==> config.mk <==
export PLATFORM = sky130hd
export DESIGN_NAME = bp_nonsynth_mem_if_monitor
export DESIGN_NICKNAME = d
export VERILOG_FILES = /design/src/rtl/bp_me_pkg.sv /design/src/rtl/bp_nonsynth_mem_stream_checker.sv /design/src/rtl/bp_nonsynth_mem_if_monitor.sv
export SDC_FILE = /design/constraint.sdc
export NUM_CORES = 1
export LEC_CHECK = 0
export ABC_AREA = 1
export CORE_ASPECT_RATIO = 0.75
export CORE_MARGIN = 8
export CORE_UTILIZATION = 45
export DETAILED_ROUTE_END_ITERATION = 8
export HOLD_SLACK_MARGIN = 0.15
export PLACE_DENSITY = 0.68
export SYNTH_ARGS = -nofsm -noshare
export SYNTH_HDL_FRONTEND = slang
export SYNTH_HIERARCHICAL = 1
export SYNTH_SLANG_ARGS = --single-unit
==> constraint.sdc <==
create_clock -name clk_i -period 3.6 [get_ports clk_i]
set_input_delay 0.72 -clock clk_i [delete_from_list [all_inputs] [get_ports clk_i]]
set_output_delay 0.72 -clock clk_i [all_outputs]
set_load 0.01 [all_outputs]
==> src/rtl/bp_me_pkg.sv <==
// bp_me_pkg: processor configs, BedRock widths, stream states and mem-if monitor error codes.
package bp_me_pkg;
  typedef enum logic [1:0] {e_bp_default_cfg, e_bp_unicore_cfg} bp_params_e;
  typedef enum logic [2:0] {
    e_err_none,
    e_err_cmd_unstable,
    e_err_resp_unstable,
    e_err_cmd_hdr_mismatch,
    e_err_resp_hdr_mismatch,
    e_err_overflow,
    e_err_underflow,
    e_err_timeout
  } bp_mem_if_monitor_err_e;
  typedef enum logic {e_idle, e_stream} bp_mem_stream_state_e;
  localparam int bedrock_data_width_gp = 64;
  function automatic int mem_header_width(bp_params_e cfg);
    return (cfg == e_bp_unicore_cfg) ? 66 : 64;
  endfunction
endpackage

==> src/rtl/bp_nonsynth_mem_stream_checker.sv <==
// bp_nonsynth_mem_stream_checker: per-channel valid/ready stability and multi-beat header consistency flags.
module bp_nonsynth_mem_stream_checker
  import bp_me_pkg::*;
 #(parameter int header_width_p = 64
  ,parameter int data_width_p = 64
  )
  (input  logic                      clk_i
  ,input  logic                      reset_i
  ,input  logic [header_width_p-1:0] header_i
  ,input  logic [data_width_p-1:0]   data_i
  ,input  logic                      v_i
  ,input  logic                      ready_and_i
  ,input  logic                      last_i
  ,output logic                      unstable_o
  ,output logic                      mismatch_o
  );
  bp_mem_stream_state_e state_r, state_n;
  logic [header_width_p-1:0] hdr_r, prev_hdr_r;
  logic [data_width_p-1:0] prev_data_r;
  logic prev_stall_r, prev_last_r, accept;
  assign accept = v_i & ready_and_i;
  // A stalled beat must be re-presented unchanged until it is taken
  assign unstable_o = prev_stall_r & (~v_i | (header_i != prev_hdr_r) | (data_i != prev_data_r) | (last_i != prev_last_r));
  assign mismatch_o = (state_r == e_stream) & accept & (header_i != hdr_r);
  always_comb
    state_n = (state_r == e_idle) ? ((accept & ~last_i) ? e_stream : e_idle)
                                  : ((accept & last_i) ? e_idle : e_stream);
  always_ff @(posedge clk_i) begin
    if (reset_i) begin
      state_r <= e_idle;
      hdr_r <= '0;
      prev_stall_r <= 1'b0;
      prev_hdr_r <= '0;
      prev_data_r <= '0;
      prev_last_r <= 1'b0;
    end else begin
      state_r <= state_n;
      if ((state_r == e_idle) & accept & ~last_i) hdr_r <= header_i;
      prev_stall_r <= v_i & ~ready_and_i;
      prev_hdr_r <= header_i;
      prev_data_r <= data_i;
      prev_last_r <= last_i;
    end
  end
endmodule

==> src/rtl/bp_nonsynth_mem_if_monitor.sv <==
// bp_nonsynth_mem_if_monitor: tracks in-flight mem commands and latches the first protocol error.
// Define BP_MEM_IF_MONITOR_TRACE_EN to print every accepted beat and the first captured error.
module bp_nonsynth_mem_if_monitor
  import bp_me_pkg::*;
 #(parameter bp_params_e bp_params_p = e_bp_default_cfg
  ,parameter int max_outstanding_p = 16
  ,parameter int timeout_cycles_p = 4096
  ,localparam int mem_header_width_lp = mem_header_width(bp_params_p)
  ,localparam int bedrock_data_width_p = bedrock_data_width_gp
  ,localparam int out_width_lp = $clog2(max_outstanding_p+1)
  ,localparam int tmo_width_lp = $clog2(timeout_cycles_p+1)
  )
  (input  logic                            clk_i
  ,input  logic                            reset_i
  ,input  logic [mem_header_width_lp-1:0]  mem_cmd_header_i
  ,input  logic [bedrock_data_width_p-1:0] mem_cmd_data_i
  ,input  logic                            mem_cmd_v_i
  ,input  logic                            mem_cmd_ready_and_i
  ,input  logic                            mem_cmd_last_i
  ,input  logic [mem_header_width_lp-1:0]  mem_resp_header_i
  ,input  logic [bedrock_data_width_p-1:0] mem_resp_data_i
  ,input  logic                            mem_resp_v_i
  ,input  logic                            mem_resp_ready_and_i
  ,input  logic                            mem_resp_last_i
  ,output logic [out_width_lp-1:0]         outstanding_o
  ,output logic                            error_o
  ,output logic [2:0]                      error_code_o
  );
  logic cmd_unstable, cmd_mismatch, resp_unstable, resp_mismatch;
  logic cmd_done, resp_acc, resp_done, overflow, underflow, timeout;
  logic [tmo_width_lp-1:0] idle_cnt_r;
  bp_mem_if_monitor_err_e err_code_r, err_n;
  bp_nonsynth_mem_stream_checker #(.header_width_p(mem_header_width_lp), .data_width_p(bedrock_data_width_p)) cmd_chk
    (.clk_i(clk_i), .reset_i(reset_i), .header_i(mem_cmd_header_i), .data_i(mem_cmd_data_i)
    ,.v_i(mem_cmd_v_i), .ready_and_i(mem_cmd_ready_and_i), .last_i(mem_cmd_last_i)
    ,.unstable_o(cmd_unstable), .mismatch_o(cmd_mismatch));
  bp_nonsynth_mem_stream_checker #(.header_width_p(mem_header_width_lp), .data_width_p(bedrock_data_width_p)) resp_chk
    (.clk_i(clk_i), .reset_i(reset_i), .header_i(mem_resp_header_i), .data_i(mem_resp_data_i)
    ,.v_i(mem_resp_v_i), .ready_and_i(mem_resp_ready_and_i), .last_i(mem_resp_last_i)
    ,.unstable_o(resp_unstable), .mismatch_o(resp_mismatch));
  assign cmd_done = mem_cmd_v_i & mem_cmd_ready_and_i & mem_cmd_last_i;
  assign resp_acc = mem_resp_v_i & mem_resp_ready_and_i;
  assign resp_done = resp_acc & mem_resp_last_i;
  assign overflow = cmd_done & ~resp_done & (outstanding_o == out_width_lp'(max_outstanding_p));
  assign underflow = resp_done & ~cmd_done & (outstanding_o == '0);
  assign timeout = idle_cnt_r == tmo_width_lp'(timeout_cycles_p);
  assign error_code_o = err_code_r;
  // Lowest code wins when several errors coincide
  always_comb
    err_n = cmd_unstable  ? e_err_cmd_unstable
          : resp_unstable ? e_err_resp_unstable
          : cmd_mismatch  ? e_err_cmd_hdr_mismatch
          : resp_mismatch ? e_err_resp_hdr_mismatch
          : overflow      ? e_err_overflow
          : underflow     ? e_err_underflow
          : timeout       ? e_err_timeout
          : e_err_none;
  always_ff @(posedge clk_i) begin
    if (reset_i) begin
      outstanding_o <= '0;
      idle_cnt_r <= '0;
      error_o <= 1'b0;
      err_code_r <= e_err_none;
    end else begin
      if (cmd_done & ~resp_done & ~overflow) outstanding_o <= outstanding_o + 1'b1;
      else if (resp_done & ~cmd_done & ~underflow) outstanding_o <= outstanding_o - 1'b1;
      idle_cnt_r <= (resp_acc | (outstanding_o == '0)) ? '0 : timeout ? idle_cnt_r : idle_cnt_r + 1'b1;
      if (~error_o & (err_n != e_err_none)) begin
        error_o <= 1'b1;
        err_code_r <= err_n;
      end
    end
  end
`ifdef BP_MEM_IF_MONITOR_TRACE_EN
  logic [63:0] cycle_r;
  always_ff @(posedge clk_i) begin
    cycle_r <= reset_i ? '0 : cycle_r + 1'b1;
    if (~reset_i & mem_cmd_v_i & mem_cmd_ready_and_i)
      $display("[mem_if] cmd  cycle=%0d header=%h last=%b", cycle_r, mem_cmd_header_i, mem_cmd_last_i);
    if (~reset_i & resp_acc)
      $display("[mem_if] resp cycle=%0d header=%h last=%b", cycle_r, mem_resp_header_i, mem_resp_last_i);
    if (~reset_i & ~error_o & (err_n != e_err_none))
      $error("[mem_if] error cycle=%0d code=%0d (%s)", cycle_r, err_n, err_n.name());
  end
`endif
endmodule

==> results_dict.tcl, run 1 <==
set metrics [dict create \
    grt_max_degree 163 \
    htreeDepth 2 \
    ys_types 33 \
    drcViolationCount 0 \
    finalClockSkew_ns 0.0212 \
    grt_pass1_wl_um 75400 \
    synth.net_count 2951 \
    yosys-top-cells-count "624 x nand2_1, 588 x nor2_1, 418 x inv_1" \
    use_met1_pct 22.7 \
    synthMuxAreaShare_pct 0 \
    synth_top_family_by_area "simple AND/OR/NAND/NOR gates" \
    synth_top_area_share_pct 42.7 \
    globalplace.congestion 0.825 \
    p_leak_nw 10.7 \
    synth-seq-area-share_pct 42.7 \
    num-fill-cells 3871 \
    dpl.hpwl_um 35500 \
    wirelength_um 47200 \
    initial_core_util_pct 45.7 \
    yosysWarnings 6 \
    cts_resized 0 \
    die_w_um 255 \
    yosys.area_share.adder_pct 0.428 \
    period_share_pct 79.4 \
    synthTopCellsByArea "dfxtp_1 43%, nand2_1 12%, nor2_1 11%" \
    synth_edf_count 0 \
    grtUsageMet2_pct 30.8 \
    cts_buffers 43 \
    async_flop_share_pct 0 \
    crit_family "simple AND/OR/NAND/NOR gates" \
    grt_busiest_layer "met2" \
    min_path_type "flop to flop" \
    via_count 16200 \
    outcome "complete, no violations" \
    ctsRootBufferMaster "clkbuf_16" \
    portBuffers 272 \
    worstSetupPathType "input pin to flop" \
    hold_depth 2 \
    grt_use_total_pct 18.2 \
    synth_simple_gate_area_share_pct 29.0 \
    clk_path_buf_depth 3 \
    max_slew_margin_pct 43.1 \
    end_kind "flop" \
    synthFlopType "dfxtp_1" \
    syn_inst 2681 \
    synth_xor_area_share_pct 6.62 \
    avgSynthCellArea_sq_um 7.20 \
    setup_viol 0 \
    drt_iter0_drc 885 \
    period_minus_slack_ns 2.86 \
    met3_usage_pct 4.01 \
    cts.sinks 412 \
    startpoint_type "input pin" \
    num-nets-final 3208 \
    die_area_sq_mm 0.0498 \
    syn_to_final_growth_pct 23.6 \
    crit_buf_inv 2 \
    grt_overflow 0 \
    final_core_util_pct 56.5 \
    r2r_end "error_code_o[0]" \
    routedWlPerCell_um 13.3 \
    rr_worst_depth 17 \
    finalSetupTns_ns 0 \
    rsz0062_at_grt "no" \
    path_max_fanout 6 \
    grt_pass1_vias 15800 \
    post_cts_buffers 0 \
    fin_cells 3539 \
    cts_tree "done" \
    crit_chain "clkdlybuf4s50_1 -> inv_1 -> nand2_1 -> o21ai_0 -> nor2_1 -> nand3_1 -> nor2_1 -> nand2_1 -> nor2_1 -> nand2_1 -> nor2_1 -> nor2_1 -> nor2_1 -> nand2_1 -> nor2_1 -> a21oi_2 -> nand3_2 -> nand2_2 -> nand2_1 -> a21oi_1" \
    whs_endpoint "idle_cnt_r[12]" \
    max_cap_violations 0 \
    drv_slew 0 \
    fmax_mhz 350 \
    antenna_found_initial 7 \
    r2r_start "resp_chk/hdr_r[30]" \
    r2r_slack_ns 1.20 \
    hold_buffers 0 \
    arrival_ns 3.23 \
    syn_area_sq_mm 0.0193 \
    cpPeakStageDelay_ns 0.49 \
    drive_gt1_share_pct 9.41 \
    rows 65 \
    cpMostUsedCell "nor2_1" \
    clock_latency_ns 0.53 \
    ir_worst_vdd_mv 0.423 \
    powerDensity_mw_per_mm2 453 \
    whs_ns 0.477 \
    worstMarginPinSlew_ns 0.854 \
    hold_viol 0 \
    drtAntennaViolNets 0 \
    dp_cells 3462 \
    viasPerCell 4.59 \
    synth_top_area_cell "dfxtp_1" \
    synth_compound_area_share_pct 10.5 \
    core_sq_mm 0.0422 \
    die_height_um 195 \
    worstPathRequired_ns 3.98 \
    cpMaxStageDelayCell "clkdlybuf4s50_1" \
    hp-start "idle_cnt_r[12]" \
    synthMostInstantiatedCell "nand2_1" \
    clk_pin_slew_ns 0.06 \
    io_pins 273 \
    dr.pass1.iters 8 \
    ys_ff_latch 412 \
]
## placed cells by master, fill, tap and decap left out, drive strengths merged
cell	Yosys	layout
nand2	632	632
nor2	599	599
inv	428	429
dfxtp	412	412
clkdlybuf4s50	0	271
a211oi	129	129
xnor2	89	89
o21ai	73	73
nand3	63	63
clkbuf	14	63
xor2	57	57
or2	54	54
a21oi	23	23
nor3	21	21
nand4	19	19
buf	58	13
clkinv	1	7
ha	5	5
diode	0	4
bufinv	0	2
nor3b	2	2
o21a	1	1
fa	1	1
clkinvlp	0	1
## registers in the layout (all words and copies together) (netlist names), named ones only
| signal | flops |
|---|---|
| resp_chk/prev_last_r | 1 |
| cmd_chk/hdr_r | 64 |
| cmd_chk/prev_last_r | 1 |
| cmd_chk/prev_stall_r | 1 |
| resp_chk/prev_stall_r | 1 |
| cmd_chk/prev_hdr_r | 64 |
| resp_chk/prev_data_r | 64 |
| error_code_o | 3 |
| outstanding_o | 5 |
| resp_chk/prev_hdr_r | 64 |
| idle_cnt_r | 13 |
| error_o | 1 |
| resp_chk/hdr_r | 64 |
| cmd_chk/prev_data_r | 64 |
## kinds of logic after synthesis
logic type,count (synthesis)
AND/OR/NAND/NOR,1390
buffers and inverters,501
flip-flops,412
AO/OA/AOI/OAI,226
XOR/XNOR,146
adder cells (fa/ha/maj),6
## per-stage QoR
step,total power [mW],instance area [sq um],setup WS [ns]
floorplan,5.93,19300,1.24
global placement,6.46,22500,0.264
detailed placement,6.52,22500,0.182
CTS,11.0,23900,0.762
global route,11.3,23900,0.490
finish,10.8,23900,0.743
## how the worst max path moves through the flow
stage	start	endpoint	slack, ns	cells past startpoint
floorplan	mem_cmd_v_i	outstanding_o[4]	1.24	14
global placement	mem_resp_header_i[16]	error_code_o[1]	0.26	20
detailed placement	mem_resp_header_i[16]	error_code_o[0]	0.18	20
CTS	mem_resp_header_i[16]	error_code_o[0]	0.76	20
global route	mem_resp_header_i[8]	error_code_o[0]	0.49	20
finish	mem_resp_header_i[4]	error_code_o[0]	0.74	20
## metal layers
metal  wire, um  vias to the layer above  share of wire [%]
met3       2320                       95                4.9
li1           -                     8617                  -
met4       1510                        6                3.2
met2      21900                      246                 46
met5         35                        -              0.074
met1      21400                     7266                 45
## cell type report
type	count	area [sq um]	share of cell area [%]
Timing Repair Buffer	284	2910	12.2
Tap cell	569	712	2.98
Multi-Input combinational cell	1768	8990	37.7
Clock inverter	10	106	0.446
Inverter	429	1610	6.75
Antenna cell	4	10.0	0.0419
Sequential cell	412	8250	34.6
Clock buffer	63	1280	5.37
## worst min-delay path, cell delays in order, from the launching register on
cell and delay, ns:
dfxtp_1 0.32, nand2_1 0.06, a21oi_1 0.05
## report_power, final
group / internal [mW] / switching (mW) / total (mW)
combinational: 0.696 / 0.781 / 1.48
clock: 2.60 / 1.81 / 4.40
sequential: 4.81 / 0.135 / 4.94
total: 8.10 / 2.72 / 10.8
Power figures use the tool's default switching activity.
==> run 2: changes to the inputs <==
--- a/config.mk
+++ b/config.mk
@@ -11,7 +11,7 @@
 export CORE_UTILIZATION = 45
 export DETAILED_ROUTE_END_ITERATION = 8
 export HOLD_SLACK_MARGIN = 0.15
-export PLACE_DENSITY = 0.68
+export PLACE_DENSITY = 0.7
 export SYNTH_ARGS = -nofsm -noshare
 export SYNTH_HDL_FRONTEND = slang
 export SYNTH_HIERARCHICAL = 1
==> constraint.sdc (replaced) <==
create_clock -name clk_i -period 2.39 [get_ports clk_i]
set_input_delay 0.478 -clock clk_i [delete_from_list [all_inputs] [get_ports clk_i]]
set_output_delay 0.478 -clock clk_i [all_outputs]
set_load 0.01 [all_outputs]
==> results_dict.tcl, run 2 (same netlist as run 1, synthesis figures left out) <==
set metrics [dict create \
    outcome "complete, no violations" \
    num-fill-cells 3651 \
    die_height_um 195 \
    clock_latency_ns 0.54 \
    r2r_start "resp_chk/hdr_r[31]" \
    setup_viol 0 \
    crit_start "mem_resp_header_i[41]" \
    path_max_fanout 4 \
    ctsRootBufferMaster "clkbuf_16" \
    hold_viol 0 \
    worstMarginPinSlew_ns 0.598 \
    globalplace.congestion 0.864 \
    end_kind "flop" \
    r2r_end "error_code_o[1]" \
    hold_buffers 0 \
    syn_to_final_growth_pct 35.3 \
    p_sw_mw 4.24 \
    dr.pass1.iters 5 \
    r2r_slack_ns 0.19 \
    clkPwrFrac_pct 41.1 \
    worstPathRequired_ns 2.85 \
    rows 65 \
    drt_iter0_drc 751 \
    worst_slack_ns 0.0833 \
    final_cell_mix "617 x nand2_1, 558 x nor2_1, 412 x dfxtp_1, 404 x inv_1, 245 x buf_4" \
    worstSetupPathType "input pin to flop" \
    grt_use_total_pct 19.7 \
    die_w_um 255 \
    powerDensity_mw_per_mm2 653 \
    cts_buffers 43 \
    drtAntennaViolNets 0 \
    final_core_util_pct 61.9 \
    io_pins 273 \
    initial_core_util_pct 45.7 \
    core_sq_mm 0.0422 \
    routedWlPerCell_um 13.3 \
    p_int_mw 12.8 \
    rsz0062_at_grt "yes" \
    arrival_ns 2.77 \
    ir_worst_vdd_mv 0.493 \
    wl_met3_um 2080 \
    seqPwrFrac_pct 43.6 \
    p_comb_share_pct 15.2 \
    max_cap_violations 0 \
    cpPeakStageDelay_ns 0.51 \
    min_path_type "input pin to flop" \
    drive_gt1_share_pct 18.3 \
    clk_path_buf_depth 3 \
    final_area_sq_mm 0.0261 \
    drv_slew 0 \
    wirelength_um 50400 \
    finalClockSkew_ns 0.00917 \
    cpMostUsedCell "nand2_1" \
    swShare_pct 24.8 \
    antenna_found_initial 5 \
    fmax_mhz 434 \
    via_count 17400 \
    top_layer "met5" \
    grt_overflow 0 \
    period_share_pct 96.5 \
    p_leak_nw 12.2 \
    die_area_sq_mm 0.0498 \
    grt_pass1_wl_um 82400 \
    crit_chain "clkdlybuf4s50_1 -> inv_2 -> nand2_1 -> nand2_1 -> nor2_2 -> nand2_2 -> nor2_2 -> nand2_2 -> nor2_4 -> nand3_2 -> nor2_4 -> nor2_1 -> nor2_1 -> nand2_1 -> a21oi_2 -> nand3_2 -> nand2_2 -> nand2_1 -> a21oi_1" \
    clk_pin_slew_ns 0.06 \
    rr_worst_depth 17 \
    dpl.hpwl_um 38100 \
    max_slew_margin_pct 60.1 \
    viasPerCell 4.61 \
    drcViolationCount 0 \
    dpl-instance-area_sq_mm 0.0244 \
    whs_ns 0.270 \
    post-place-ws_ns -0.596 \
    startpoint_type "input pin" \
    wl_met2_um 24300 \
    cts.sinks 412 \
    endpoint "error_code_o[1]" \
    period_minus_slack_ns 2.31 \
    num-nets-final 3453 \
    layout_commonest_cell "nand2_1" \
    cts_tree "done" \
    htreeDepth 2 \
    cpMaxStageDelayCell "clkdlybuf4s50_1" \
    grt_max_degree 116 \
    portBuffers 272 \
    wl_met1_um 22500 \
    grt_pass1_vias 17600 \
]
-- run 2: worst min-delay path by stage --
stage                                    start  depth (start not counted)                        to  slack [ns]
after floorplan                 idle_cnt_r[12]                          2            idle_cnt_r[12]        0.45
after global placement         error_code_o[1]                          2           error_code_o[1]        0.46
after detailed placement       error_code_o[2]                          2           error_code_o[2]        0.46
after CTS                              reset_i                          2   resp_chk/prev_hdr_r[49]        0.25
after global routing      mem_resp_header_i[3]                          3    resp_chk/prev_hdr_r[3]        0.26
final                      mem_resp_data_i[36]                          3  resp_chk/prev_data_r[36]        0.27
-- run 2: layer usage --
metal / vias to the layer above / track usage [%]
met5: - / 0
met4: 4 / 7.00
met3: 99 / 3.42
met2: 283 / 34.6
met1: 7922 / 24.0
li1: 9133 / -
-- run 2: worst max-delay path: cells and delay by family --
family,cells,cell delay [ns]
compound gates,2,0.27
buf+inv,2,0.58
simple gates,15,1.42
-- run 2: layout make-up --
type                            instances  area [sq um]  area share, %
Antenna cell                            3          7.51         0.0287
Clock inverter                         11           159          0.608
Tap cell                              569           712           2.73
Timing Repair Buffer                  529          4880           18.7
Multi-Input combinational cell       1768          9170           35.1
Sequential cell                       412          8250           31.6
Inverter                              429          1610           6.17
Clock buffer                           65          1330           5.10
-- run 2: power groups by stage --
stage	registers, mW	logic (mW)	clock network, mW
after floorplan	7.55	1.38	0
after global placement	7.57	2.49	0
after detailed placement	7.59	2.56	0
after CTS	7.44	2.59	7.22
after global routing	7.48	2.89	7.47
final	7.44	2.60	7.01
-- run 2: metrics by stage --
stage               power [mW]  setup TNS, ns  std cells
global route              17.8         -0.261       3786
finish                    17.1              0       3786
global placement          10.1          -2.94       3706
CTS                       17.3              0       3782
detailed placement        10.2          -3.03       3706
floorplan                 8.93              0       2681
-- run 2: what timing repair did --
item                                    CTS  global route
pin swaps                                 0            32
setup buffers                             0             1
resized for setup                         2            96
endpoints found under the setup margin    3             5
